File: config.mk
export PLATFORM = sky130hd
export DESIGN_NAME = hp_exec_ctrl
export DESIGN_NICKNAME = d
export VERILOG_FILES = /design/src/rtl/hp_exec_ctrl.sv
export SDC_FILE = /design/constraint.sdc
export NUM_CORES = 1
export LEC_CHECK = 0
export BUFFER_PORTS_ARGS = -buffer_cell sky130_fd_sc_hd__buf_2
export CAP_MARGIN = 20
export CORE_MARGIN = 2
export CORE_UTILIZATION = 40
export CTS_CLUSTER_DIAMETER = 30
export CTS_CLUSTER_SIZE = 28
export DETAILED_ROUTE_END_ITERATION = 8
export REMOVE_ABC_BUFFERS = 1
export SYNTH_ARGS = -nofsm -noshare
export SYNTH_HDL_FRONTEND = slang
export SYNTH_SLANG_ARGS = --single-unit
File: constraint.sdc
create_clock -name clk -period 8 [get_ports clk]
set_input_delay 0.4 -clock clk [delete_from_list [all_inputs] [get_ports clk]]
set_output_delay 0.4 -clock clk [all_outputs]
set_load 0.005 [all_outputs]
File: src/rtl/hp_exec_ctrl.sv
// hp_exec_ctrl -- execute stage of the hp_core RV32I single-issue datapath.
//
// Decodes opcode/funct3/funct7 into datapath controls, picks the ALU
// operation and second operand, computes the ALU result, and registers
// everything once to form the EX output register.
//
// Ports:
//   clk, rst        rising-edge clock, synchronous active-high reset
//   in_valid        instruction fields and operands valid this cycle
//   inst            instruction word (opcode [6:0], funct3 [14:12], funct7 [31:25])
//   rs1_data        operand 1
//   rs2_data        register operand 2
//   imm             sign-extended immediate
//   out_valid       registered outputs valid (in_valid delayed one cycle)
//   alu_out         registered ALU result / memory address
//   alu_zero        registered alu_out == 0
//   store_data      registered rs2_data (memory write data)
//   alu_src, reg_write, mem_read, mem_write, mem_to_reg   registered controls
//   illegal         registered unsupported opcode / function code flag
//
// Handshake: in_valid qualifies the inputs of the current cycle and
// out_valid qualifies the registered outputs one cycle later. There is no
// ready; the block accepts one instruction every cycle.
//
// Optional feature: define HP_EXEC_MUL_EN to add RV32M MUL (funct7 0000001,
// funct3 000) to the R-type decode.
module hp_exec_ctrl (
  input  logic        clk,
  input  logic        rst,
  input  logic        in_valid,
  input  logic [31:0] inst,
  input  logic [31:0] rs1_data,
  input  logic [31:0] rs2_data,
  input  logic [31:0] imm,
  output logic        out_valid,
  output logic [31:0] alu_out,
  output logic        alu_zero,
  output logic [31:0] store_data,
  output logic        alu_src,
  output logic        reg_write,
  output logic        mem_read,
  output logic        mem_write,
  output logic        mem_to_reg,
  output logic        illegal
);

  typedef enum logic [3:0] {
    ALU_ADD, ALU_SUB, ALU_SLL, ALU_SLT, ALU_SLTU, ALU_XOR,
    ALU_SRL, ALU_SRA, ALU_OR, ALU_AND, ALU_MUL
  } alu_op_e;

  localparam logic [6:0] OPC_R     = 7'b0110011;
  localparam logic [6:0] OPC_I     = 7'b0010011;
  localparam logic [6:0] OPC_LOAD  = 7'b0000011;
  localparam logic [6:0] OPC_STORE = 7'b0100011;

  localparam logic [6:0] F7_BASE = 7'b0000000;
  localparam logic [6:0] F7_ALT  = 7'b0100000;
  localparam logic [6:0] F7_MULDIV = 7'b0000001;

  logic [6:0] opcode;
  logic [2:0] funct3;
  logic [6:0] funct7;
  assign opcode = inst[6:0];
  assign funct3 = inst[14:12];
  assign funct7 = inst[31:25];

  // Register indices and immediate fields are handled elsewhere in the core.
  logic unused_inst_bits;
  assign unused_inst_bits = ^{inst[24:15], inst[11:7]};

  // Plain funct3 mapping; 101 defaults to the logical shift.
  function automatic alu_op_e base_op(input logic [2:0] f3);
    case (f3)
      3'b000:  base_op = ALU_ADD;
      3'b001:  base_op = ALU_SLL;
      3'b010:  base_op = ALU_SLT;
      3'b011:  base_op = ALU_SLTU;
      3'b100:  base_op = ALU_XOR;
      3'b101:  base_op = ALU_SRL;
      3'b110:  base_op = ALU_OR;
      default: base_op = ALU_AND;
    endcase
  endfunction

  logic    alu_src_d, reg_write_d, mem_read_d, mem_write_d, mem_to_reg_d;
  logic    illegal_d, bad_opcode;
  alu_op_e alu_op;

  always_comb begin
    alu_src_d    = 1'b0;
    reg_write_d  = 1'b0;
    mem_read_d   = 1'b0;
    mem_write_d  = 1'b0;
    mem_to_reg_d = 1'b0;
    illegal_d    = 1'b0;
    bad_opcode   = 1'b0;
    alu_op       = ALU_ADD;
    case (opcode)
      OPC_R: begin
        reg_write_d = 1'b1;
        alu_op      = base_op(funct3);
        case (funct7)
          F7_BASE: ;
          F7_ALT: begin
            if (funct3 == 3'b000)      alu_op = ALU_SUB;
            else if (funct3 == 3'b101) alu_op = ALU_SRA;
            else                       illegal_d = 1'b1;
          end
          F7_MULDIV: begin
`ifdef HP_EXEC_MUL_EN
            if (funct3 == 3'b000) alu_op = ALU_MUL;
            else                  illegal_d = 1'b1;
`else
            illegal_d = 1'b1;
`endif
          end
          default: illegal_d = 1'b1;
        endcase
      end
      OPC_I: begin
        alu_src_d   = 1'b1;
        reg_write_d = 1'b1;
        alu_op      = base_op(funct3);
        // funct7 only exists as an encoding field for the shift-immediates.
        if (funct3 == 3'b001 && funct7 != F7_BASE) illegal_d = 1'b1;
        if (funct3 == 3'b101) begin
          if (funct7 == F7_ALT)        alu_op = ALU_SRA;
          else if (funct7 != F7_BASE)  illegal_d = 1'b1;
        end
      end
      OPC_LOAD: begin
        alu_src_d    = 1'b1;
        reg_write_d  = 1'b1;
        mem_read_d   = 1'b1;
        mem_to_reg_d = 1'b1;
      end
      OPC_STORE: begin
        alu_src_d   = 1'b1;
        mem_write_d = 1'b1;
      end
      default: begin
        illegal_d  = 1'b1;
        bad_opcode = 1'b1;
      end
    endcase
    if (illegal_d) reg_write_d = 1'b0;
  end

  logic [31:0] op2, alu_res;
  assign op2 = alu_src_d ? imm : rs2_data;

  always_comb begin
    alu_res = 32'd0;
    case (alu_op)
      ALU_ADD:  alu_res = rs1_data + op2;
      ALU_SUB:  alu_res = rs1_data - op2;
      ALU_SLL:  alu_res = rs1_data << op2[4:0];
      ALU_SLT:  alu_res = {31'd0, $signed(rs1_data) < $signed(op2)};
      ALU_SLTU: alu_res = {31'd0, rs1_data < op2};
      ALU_XOR:  alu_res = rs1_data ^ op2;
      ALU_SRL:  alu_res = rs1_data >> op2[4:0];
      ALU_SRA:  alu_res = $unsigned($signed(rs1_data) >>> op2[4:0]);
      ALU_OR:   alu_res = rs1_data | op2;
      ALU_AND:  alu_res = rs1_data & op2;
`ifdef HP_EXEC_MUL_EN
      ALU_MUL:  alu_res = rs1_data * op2;
`endif
      default:  alu_res = 32'd0;
    endcase
    if (bad_opcode) alu_res = 32'd0;
  end

  // EX output register. Write enables are gated by in_valid; everything
  // else captures unconditionally.
  always_ff @(posedge clk) begin
    if (rst) begin
      out_valid  <= 1'b0;
      alu_out    <= 32'd0;
      alu_zero   <= 1'b0;
      store_data <= 32'd0;
      alu_src    <= 1'b0;
      reg_write  <= 1'b0;
      mem_read   <= 1'b0;
      mem_write  <= 1'b0;
      mem_to_reg <= 1'b0;
      illegal    <= 1'b0;
    end else begin
      out_valid  <= in_valid;
      alu_out    <= alu_res;
      alu_zero   <= (alu_res == 32'd0);
      store_data <= rs2_data;
      alu_src    <= alu_src_d;
      reg_write  <= reg_write_d & in_valid;
      mem_read   <= mem_read_d & in_valid;
      mem_write  <= mem_write_d & in_valid;
      mem_to_reg <= mem_to_reg_d;
      illegal    <= illegal_d;
    end
  end

endmodule

==> impl_metrics.toml, run 1 <==
[yosys]
ys_ff_latch = 72
async_flop_share_pct = 0
synthTopCellsByArea = "dfxtp_1 11%, ha_1 9.2%, nand2_1 7.9%"
synth_top_area_share_pct = 11.4
yosys.area.top_type = "dfxtp_1"
synthesis.instances = 1906
synth_cell_type_count = 95
yosys_warnings = 0
synth_edf_count = 0
syn_area_sq_um = 12700
synth_flop_cell = "dfxtp_1"
ys_seq_area_share_pct = 11.4
syn_avg_cell_area_sq_um = 6.64

[power_and_ir_drop]
p_per_area_nw_per_um2 = 123
power_mw = 1.75
leakage_nw = 6.35
ir_drop_v = 0.000107

[clocking]
clock-sinks = 72
cts_made_buffers = 9
clk_path_buf_depth = 2
h-tree-depth = 3
cts_hold_buf = 0
path_clk_slew_ns = 0.07
cts_resized = 0
postCtsSetupBuffers = 0
cts_tree = "built"
cts-root-buf = "clkbuf_16"

[setup_path]
crit_path_start_kind = "input port"
path_cells = "buf_2 -> a211o_1 -> nor2_4 -> nand2_1 -> nand2_1 -> inv_1 -> ha_1 -> inv_1 -> or4_1 -> o21ai_1 -> nand3_1 -> and4_1 -> o31ai_1 -> nand3_1 -> or3_1 -> nor4b_1 -> buf_4 -> nand4_1 -> nor4b_1 -> buf_4 -> nor4bb_1"
cp.arrival_ns = 6.83
cp.required_ns = 8.28
critPathKind = "in2reg"
crit_path_end_kind = "flip-flop"
critPathSlowestCell = "nor2_4"
cp_max_fo = 23
cpPeakStageDelay_ns = 0.71

[cells_and_area]
syn2layout_area_growth_pct = 12.1
antennaDiodeCount = 0
fin_area_sq_um = 14200
final_util_pct = 45.2
most-common-layout-cells = "267 x nand2_1, 188 x buf_2, 175 x nor2_1"
top_regs = "alu_out: 32 flops, store_data: 32 flops"
layout-drive-gt1-share_pct = 15.0
nNetsFinal = 2239
final_common_cell = "nand2_1"

[placed_design]
gp_congestion = 1.10
place_area_sq_um = 13900
hpwl_mm = 58.2
port_buffers = 187

[route]
wl_met3_mm = 10.0
drtIter0Drc = 2431
viasPerCell = 6.91
drtAntennaViolNets = 0
drt-total-wl_mm = 76.4
met2_length_mm = 30.6
drtPass1Iterations = 6
avgRoutedWirePerCell_um = 31.6
drc = 0
met1_length_mm = 31.3
via_count = 16700
top_layer = "met5"

[global_routing]
grt_pass1_vias = 15200
track_usage_pct = 45.0
antenna_found_initial = 1
grt_max_degree = 65
gr-total-overflow = 0
grt_pass1_wl_mm = 108

[floorplan]
die_w_um = 182
num_io_pins = 203
core_area_sq_um = 31400
design.die.area_sq_um = 33100
initial_utilization_pct = 40.3
row_count = 65
die_y_um = 182

[run]
drv_cap = 0

[sta]
fin_setup_tns_ns = 0
hold_slack_ns = 0.236
hold_viol = 0
rsz0062_at_grt = "false"
post-route-min-period_ns = 6.55
maxSlewViolCount = 0
maxSlewHeadroom_pct = 24.5
period_share_pct = 81.9
setup_viol = 0
fmaxAchievable_ghz = 0.153
worst-slew-pin-transition_ns = 1.13

[hold_path]
hold_path_class = "in2reg"

[status]
outcome = "finished, final reports clean"
-- power breakdown --
group / total, mW / switching (mW) / internal [mW]
clock: 0.432 / 0.185 / 0.247
combinational: 0.947 / 0.649 / 0.299
sequential: 0.372 / 0.00230 / 0.370
-- area by class of cell --
type	count	area, sq um
inverter	102	388
fill	3392	17200
clock inverter	4	45.0
timing repair buffer	241	1340
sequential	72	1440
multi-input combinational	1588	10200
tap	402	503
clock buffer	11	243
-- worst max-delay path: cells and delay by family --
kind                     cells  cell delay, ns
AND/OR/NAND/NOR             12            3.56
AO/OA/AOI/OAI                3            1.47
buffers and inverters        5            0.87
adder cells (fa/ha/maj)      1            0.49
-- layer usage --
layer / vias up / GRT usage [%]
met1: 7969 / 60.6
met4: 2 / 22.6
met5: - / 0
met2: 1266 / 64.0
met3: 237 / 14.2
li1: 7243 / -
-- kinds of logic (layout without fill, tap and decap cells) --
kind of cell	Yosys count	count (layout)	share of synthesized area [%]
simple gates	728	728	26.9
compound gates	651	651	35.5
buf+inv	246	358	8.05
fa+ha+maj	94	94	9.35
mux	79	79	6.31
flops	72	72	11.4
xor+xnor	36	36	2.49
-- synthesized netlist by cell type (25+ instances only) --
cell type,n
a211oi_1,61
a21oi_1,161
a221oi_1,25
a22oi_1,36
a31oi_1,27
buf_2,25
clkbuf_1,94
dfxtp_1,72
ha_1,93
inv_1,96
mux2i_1,72
nand2_1,267
nand3_1,62
nor2_1,176
nor2b_1,46
nor3_1,54
o21ai_0,93
xnor2_1,28
-- path summary, 6_finish.rpt --
kind	depth (start not counted)	start	to
worst max-delay path	21	inst[4]	alu_zero
worst min-delay path	2	rs2_data[29]	store_data[29]
-- per-stage QoR --
stage	setup slack, ns	instances
2_1_floorplan	1.61	1762
3_3_place_gp	1.35	2404
3_5_place_dp	1.31	2404
4_1_cts	1.65	2419
5_1_grt	1.10	2420
6_report	1.45	2420
Note: power is estimated with default switching activity, not from simulation.
==> inputs of run 2 (changes only) <==
clock period = 5.78 ns   (was 8 ns; I/O delays follow)
==> run 2 against run 1 <==
Clock-buffer cell count shrank 1. Sequential power up 38%. Power is 46% higher. Die area stayed put. Wire length up 2.5%. Via count rose by 3.9%. Combinational power grew 50%. Non-clock buffer count grew 129. Critical path depth up 2. Global-route usage increased by 1.1 points. Critical path type unchanged. Critical endpoint unchanged.
==> impl_metrics.toml, run 2 (synthesis gave the netlist of run 1 again) <==
[clocking]
h-tree-depth = 3
cts-root-buf = "clkbuf_16"
clk_path_buf_depth = 2
path_clk_slew_ns = 0.07
cts_hold_buf = 0
cts_made_buffers = 9
clock-sinks = 72
cts_tree = "built"

[route]
drtIter0Drc = 2883
viasPerCell = 6.81
drtPass1Iterations = 6
drtAntennaViolNets = 0
drc = 0
via_count = 17400
avgRoutedWirePerCell_um = 30.7
drt-total-wl_mm = 78.3

[power_and_ir_drop]
p_per_area_nw_per_um2 = 168
leakage_nw = 6.97
netSwitchingFraction_pct = 47.1
power_mw = 2.55
p_seq_share_pct = 20.2
power.switching_mw = 1.20
p_clk_share_pct = 24.4
comb_power_share_pct = 55.4
power.internal_mw = 1.35
ir_drop_v = 0.000152

[global_routing]
grt_pass1_wl_mm = 111
gr-total-overflow = 0
antenna_found_initial = 3
grt_max_degree = 65
track_usage_pct = 46.0
grt_pass1_vias = 16000

[hold_path]
hold_path_class = "in2reg"
hold_end = "store_data[26]"
worstHoldStart = "rs2_data[26]"
whs_path_depth = 2

[floorplan]
row_count = 65
die_y_um = 182
core_area_sq_um = 31400
num_io_pins = 203
design.die.area_sq_um = 33100
initial_utilization_pct = 40.3
die_w_um = 182

[cells_and_area]
antennaDiodeCount = 0
final_util_pct = 48.4
layout-drive-gt1-share_pct = 20.2
nFillCells = 3306
nNetsFinal = 2368
syn2layout_area_growth_pct = 20.1
final_common_cell = "nand2_1"
top_regs = "alu_out: 32 flops, store_data: 32 flops"
most-common-layout-cells = "267 x nand2_1, 187 x buf_2, 181 x buf_4"

[sta]
worst-slew-pin-transition_ns = 1.15
fin_setup_tns_ns = 0
maxSlewHeadroom_pct = 22.6
period_share_pct = 95.2
post-route-min-period_ns = 5.50
setup_viol = 0
rsz0062_at_grt = "false"
fmaxAchievable_ghz = 0.182
setup_slack_ns = 0.279
hold_slack_ns = 0.127
maxSlewViolCount = 0
hold_viol = 0

[setup_path]
cp.arrival_ns = 5.79
cp_max_fo = 8
critPathKind = "in2reg"
cpPeakStageDelay_ns = 0.52
cp.required_ns = 6.07
crit_path_start_kind = "input port"
path_cells = "buf_2 -> a211oi_4 -> buf_4 -> nand3_2 -> nand2_4 -> ha_1 -> inv_1 -> fa_1 -> nor2b_1 -> o31a_1 -> o22ai_1 -> o21ai_2 -> a21oi_1 -> o21ai_0 -> buf_4 -> nand2_1 -> a22o_1 -> o31a_1 -> nor4_1 -> buf_4 -> nand4_1 -> nor4b_1 -> nor4bb_1"
crit_path_end_kind = "flip-flop"
critPathSlowestCell = "a211oi_4"
path_common_cell = "buf_4"

[placed_design]
port_buffers = 187
gp_congestion = 1.10
dp_worst_setup_slack_ns = -0.0752
hpwl_mm = 60.9

[status]
outcome = "finished, final reports clean"

[run]
drv_cap = 0
==> run 2: changes by cell type in the layout (fill, tap and decap cells not counted), sizes merged <==
cell	delta
clkinvlp	+2
inv	+1
clkinv	-1
buf	+128
==> run 2: cell type report <==
type	count	area (sq um)	share of cell area, %
flip-flops and latches	72	1440	9.48
clock buffers	10	239	1.57
repair buffers	370	2320	15.3
multi-input cells	1588	10200	67.4
clock inverters	6	67.6	0.444
inverters	102	388	2.55
well taps	402	503	3.31
==> run 2: worst max path at each step <==
stage	from	end	slack [ns]	depth (start not counted)
finish	inst[4]	alu_zero	0.28	23
global route	inst[4]	alu_zero	0.06	22
CTS	inst[4]	alu_zero	0.29	23
detailed placement	inst[4]	alu_zero	-0.08	23
global placement	inst[4]	alu_zero	0.04	23
floorplan	inst[4]	alu_zero	-0.50	18
==> run 2: layer usage <==
| layer | wire length (um) | track usage, % | vias to the layer above |
|---|---|---|---|
| met5 | 39 | 0 | - |
| met4 | 5030 | 24.5 | 6 |
| met3 | 11300 | 14.6 | 277 |
| met2 | 31300 | 66.8 | 1483 |
| met1 | 30600 | 60.6 | 8098 |
| li1 | - | - | 7507 |
==> run 2: per-stage QoR <==
step	std cells	cell area [sq um]
2_1_floorplan	1762	12000
6_report	2550	15200
3_5_place_dp	2533	14900
5_1_grt	2550	15200
3_3_place_gp	2533	14900
4_1_cts	2549	15200
==> run 2: power by group through the flow <==
stage,combinational [mW],sequential (mW),clock (mW)
after global routing,1.47,0.516,0.643
after global placement,1.33,0.526,0
after detailed placement,1.34,0.526,0
final,1.42,0.515,0.624
after CTS,1.34,0.515,0.635
after floorplan,0.727,0.529,0
==> run 2: critical path, delay by kind of cell <==
family                   cells  cell delay [ns]
AND/OR/NAND/NOR              8             1.67
AO/OA/AOI/OAI                8             2.49
buffers and inverters        5             0.75
adder cells (fa/ha/maj)      2             0.56
==> run 2: repair_timing <==
action	CTS	global route
resized for setup	0	1
endpoints found under the hold margin	0	0
endpoints found under the setup margin	0	1
setup buffers	0	0
